[src/rtl/reg_dump_reader.sv]
// Debug reader that walks register indices FIRST_REG..LAST_REG over a spare read port and streams them out.
// Define REG_DUMP_CHECKSUM_EN to append an XOR checksum word (dump_idx = 2**ADDR_W) after the last register.
module reg_dump_reader #(
  parameter int DATA_W    = 32,
  parameter int ADDR_W    = 5,
  parameter int FIRST_REG = 0,
  parameter int LAST_REG  = 31
) (
  input  logic              CLK,
  input  logic              RST,
  input  logic              start,
  output logic [ADDR_W-1:0] rs_addr,
  input  logic [DATA_W-1:0] rs_data,
  output logic              dump_valid,
  input  logic              dump_ready,
  output logic [DATA_W-1:0] dump_data,
  output logic [ADDR_W:0]   dump_idx,
  output logic              busy,
  output logic              done
);

  typedef enum logic [2:0] {
    IDLE,
    LOAD,
    SEND,
`ifdef REG_DUMP_CHECKSUM_EN
    CSUM,
`endif
    DONE
  } state_t;

  localparam logic [ADDR_W-1:0] FIRST_IDX = ADDR_W'(FIRST_REG);
  localparam logic [ADDR_W-1:0] LAST_IDX  = ADDR_W'(LAST_REG);

  state_t              state_q, state_d;
  logic [ADDR_W-1:0]   idx_q, idx_d;
  logic                valid_q, valid_d;
  logic [DATA_W-1:0]   data_q, data_d;
  logic [ADDR_W:0]     didx_q, didx_d;
`ifdef REG_DUMP_CHECKSUM_EN
  localparam logic [ADDR_W:0] CSUM_IDX = {1'b1, {ADDR_W{1'b0}}};
  logic [DATA_W-1:0]   csum_q, csum_d;
`endif

  always_comb begin
    state_d = state_q;
    idx_d   = idx_q;
    valid_d = valid_q;
    data_d  = data_q;
    didx_d  = didx_q;
`ifdef REG_DUMP_CHECKSUM_EN
    csum_d  = csum_q;
`endif
    case (state_q)
      IDLE: begin
        if (start) begin
          idx_d   = FIRST_IDX;
`ifdef REG_DUMP_CHECKSUM_EN
          csum_d  = '0;
`endif
          state_d = LOAD;
        end
      end
      LOAD: begin
        data_d  = rs_data;
        didx_d  = {1'b0, idx_q};
        valid_d = 1'b1;
`ifdef REG_DUMP_CHECKSUM_EN
        csum_d  = csum_q ^ rs_data;
`endif
        state_d = SEND;
      end
      SEND: begin
        if (dump_ready) begin
          valid_d = 1'b0;
          if (idx_q == LAST_IDX) begin
`ifdef REG_DUMP_CHECKSUM_EN
            // Checksum word is presented in the very cycle CSUM is entered.
            data_d  = csum_q;
            didx_d  = CSUM_IDX;
            valid_d = 1'b1;
            state_d = CSUM;
`else
            state_d = DONE;
`endif
          end else begin
            idx_d   = idx_q + 1'b1;
            state_d = LOAD;
          end
        end
      end
`ifdef REG_DUMP_CHECKSUM_EN
      CSUM: begin
        if (dump_ready) begin
          valid_d = 1'b0;
          state_d = DONE;
        end
      end
`endif
      DONE: begin
        state_d = IDLE;
      end
      default: begin
        valid_d = 1'b0;
        state_d = IDLE;
      end
    endcase
  end

  always_ff @(posedge CLK) begin
    if (RST) begin
      state_q <= IDLE;
      idx_q   <= '0;
      valid_q <= 1'b0;
      data_q  <= '0;
      didx_q  <= '0;
`ifdef REG_DUMP_CHECKSUM_EN
      csum_q  <= '0;
`endif
    end else begin
      state_q <= state_d;
      idx_q   <= idx_d;
      valid_q <= valid_d;
      data_q  <= data_d;
      didx_q  <= didx_d;
`ifdef REG_DUMP_CHECKSUM_EN
      csum_q  <= csum_d;
`endif
    end
  end

  assign rs_addr    = (state_q == IDLE) ? '0 : idx_q;
  assign dump_valid = valid_q;
  assign dump_data  = data_q;
  assign dump_idx   = didx_q;
  assign busy       = (state_q != IDLE);
  assign done       = (state_q == DONE);

endmodule

[config.mk]
export PLATFORM = sky130hd
export DESIGN_NAME = reg_dump_reader
export DESIGN_NICKNAME = d
export VERILOG_FILES = /design/src/rtl/reg_dump_reader.sv
export SDC_FILE = /design/constraint.sdc
export NUM_CORES = 1
export LEC_CHECK = 0
export ABC_AREA = 1
export BUFFER_PORTS_ARGS = -buffer_cell sky130_fd_sc_hd__buf_2
export CAP_MARGIN = 20
export CORE_MARGIN = 5
export CORE_UTILIZATION = 46
export DETAILED_ROUTE_END_ITERATION = 8
export GPL_TIMING_DRIVEN = 0
export PLACE_DENSITY = 0.84
export SYNTH_ARGS = -nofsm -noshare
export SYNTH_HDL_FRONTEND = slang
export SYNTH_SLANG_ARGS = --single-unit
[constraint.sdc]
create_clock -name CLK -period 2 [get_ports CLK]
set_input_delay 0.1 -clock CLK [delete_from_list [all_inputs] [get_ports CLK]]
set_output_delay 0.1 -clock CLK [all_outputs]
set_load 0.03 [all_outputs]
==> results.py <==
metrics = {
    "worst_setup_path": {
        "critical_path_class": "register to register",
        "r2r_cells": 10,
        "path_cells": "ha_1 -> nand2_1 -> nor2_1 -> ha_1 -> nand2_1 -> clkinv_1 -> nor2_4 -> nand2_4 -> o21ai_2 -> nor2_1",
        "r2r_end": "idx_q[3]",
        "setup.worst_path.start_class": "register",
        "slowest_stage": "dfxtp_1",
        "worstSetupEndpointType": "register",
        "required_ns": 2.19,
        "rrSetupSlack_ns": 0.33,
        "slowest_delay_ns": 0.36,
        "worstReg2RegStart": "idx_q[0]",
        "crit_arrival_ns": 1.86,
        "cp_max_fo": 7,
    },
    "cells_and_area": {
        "fin_area_um2": 2350,
        "finalNonFillerCells": 373,
        "drive_above_1_share_pct": 31.4,
        "num-fill-cells": 343,
        "antenna_cells": 0,
        "area_growth_pct": 30.3,
        "fin_util_pct": 62.8,
        "fin_nets": 368,
    },
    "timing": {
        "min_period_ns": 1.67,
        "fin_tns_setup_ns": 0,
        "fmax_mhz": 598,
        "rsz0062_at_grt": "no",
        "fin_crit_sh_pct": 83.7,
        "hold_viol_final": 0,
        "skew_ns": 0.00394,
        "drv_slew": 0,
        "setup_violations": 0,
    },
    "synth": {
        "avgSynthCellArea_um2": 7.59,
        "synth-edff-count": 0,
        "synth-compound-area-share_pct": 15.4,
        "synth_cell_types": 23,
        "ys_async_sr_fraction_pct": 0,
        "synth-simple-area-share_pct": 23.0,
        "synth_area_leader_cell": "dfxtp_1",
        "synth_top_area_share_pct": 49.9,
        "synth_mux_area_share_pct": 0,
        "ys.flop_type": "dfxtp_1",
        "synthesis.nets": 281,
        "synth_top_family_by_area": "simple AND/OR/NAND/NOR gates",
        "synthAdderAreaFrac_pct": 4.85,
        "synth.yosys.warnings": 0,
        "syn_inst": 238,
        "ys_ff_latch": 45,
        "synthTopCellsByCount": "nor2_1 (78), dfxtp_1 (45), o21ai_0 (41)",
        "ys_seq_area_share_pct": 49.9,
        "synth-xor-area-share_pct": 0,
        "syn_area_um2": 1810,
        "synthTopCellsByArea": "dfxtp_1 (50%), nor2_1 (16%), o21ai_0 (11%)",
        "synth.most_common_cell": "nor2_1",
    },
    "worst_hold_path": {
        "min_to": "idx_q[2]",
        "worstHoldPathCells": 2,
        "min_path_type": "input pin to register",
        "hp-start": "RST",
    },
    "clock_tree": {
        "clk_latency_ns": 0.30,
        "cts_tree": "yes",
        "path_clk_slew_ns": 0.08,
        "ctsResizeCount": 0,
        "cts_buffers": 5,
        "cts_hold_repair.buffers": 0,
        "htreeDepth": 2,
        "root_buffer": "clkbuf_8",
        "cts_sinks": 45,
        "clock_path_buffers": 2,
        "post-cts-setup-buffers": 0,
    },
    "routing": {
        "totalWireLength_mm": 4.37,
        "initialDrtViolationCount": 134,
        "drc": 0,
        "dr.pass1.iters": 4,
        "vias": 1745,
        "antenna_left": 0,
        "vias_per_cell": 4.68,
        "wl_per_cell_um": 11.7,
    },
    "pwr": {
        "vdd_drop_max_v": 0.000805,
        "power.density_nw_per_um2": 1740,
        "p_leak_nw": 1.23,
    },
    "global_routing": {
        "grt_usage_pct": 17.8,
        "grt_pass1_vias": 1724,
        "grt_overflow": 0,
        "grt_pass1_wl_mm": 7.40,
        "grt_max_degree": 13,
        "antenna_found_initial": 0,
    },
    "flow_run": {
        "cap_violations": 0,
    },
    "floorplan": {
        "core_area_um2": 3740,
        "die_h_um": 72.7,
        "fp.dieArea_um2": 5280,
        "io_pins": 82,
        "dieWidth_um": 72.7,
        "initial_core_util_pct": 48.2,
        "rows": 22,
    },
    "run_status": {
        "status": "finished, final reports clean",
    },
    "place": {
        "port_buffers": 80,
        "dp_hpwl_mm": 3.29,
        "gp_congestion": 0.868,
        "dp_cells": 366,
        "place_area_um2": 2270,
    },
}
where the power goes:
part	internal [mW]	total, mW	switching [mW]
combinational	0.597	2.10	1.51
sequential	1.24	1.42	0.173
clock	0.274	0.567	0.292
worst max-delay path by stage:
stage                     startpoint  endpoint  slack (ns)  cells after the start
after global routing        idx_q[0]  idx_q[3]        0.17                     10
after floorplan             idx_q[0]  idx_q[1]        0.52                     10
after CTS                   idx_q[0]  idx_q[3]        0.34                     10
after detailed placement    idx_q[0]  idx_q[3]        0.37                     10
final                       idx_q[0]  idx_q[3]        0.33                     10
after global placement      idx_q[0]  idx_q[3]        0.38                     10
cell families after synthesis:
kind of cell,Yosys count
compound gates,54
fa+ha+maj,7
buf+inv,29
flops,45
other cells,1
simple gates,102
metal layers:
metal  vias up  share of wire, %  global-route usage (%)
met3         9                10                    7.85
met5         -                 0                       0
met1       754                44                    21.6
li1        922                 -                       -
met2        60                44                    27.4
met4         0               1.7                    7.38
flip-flops by register name (all words and copies together), names as in the netlist:
name and flops:
dump_data 32, dump_idx 5, dump_valid 1, idx_q 5, state_q 2
layout make-up:
cell class | instances | area, um2 | area share (%)
plain buffers | 14 | 63.8 | 2.71
clock buffers | 7 | 86.3 | 3.67
inverters | 15 | 56.3 | 2.39
multi-input cells | 164 | 785 | 33.4
flip-flops and latches | 45 | 901 | 38.3
well taps | 48 | 60.1 | 2.55
repair buffers | 80 | 400 | 17.0
through the flow:
stage	hold WS, ns	worst slack (ns)	power [mW]
floorplan	0.162	0.519	2.95
global placement	0.320	0.383	3.51
detailed placement	0.326	0.368	3.56
CTS	0.0123	0.344	4.12
global route	0.00499	0.174	4.43
finish	0.0103	0.327	4.09
cells in the final DEF, fill, tap and decap left out, types with 2 or more instances in the layout:
cell type	Yosys	routed
dfxtp_1	45	45
nor2_1	78	78
ha_1	7	7
nand2_2	3	3
o21ai_1	2	2
o21ai_0	41	41
inv_1	13	13
a21oi_1	9	9
nand2_1	14	14
clkbuf_8	0	6
nand3_1	3	3
buf_2	5	85
clkbuf_1	7	8
worst max-delay path, delay by kind of cell, from the launching register on:
family	cells	cell delay (ns)
fa+ha+maj	2	0.41
flops	1	0.36
simple gates	6	0.52
compound gates	1	0.17
buf+inv	1	0.11
No activity file was read; power rests on OpenSTA's default activity.
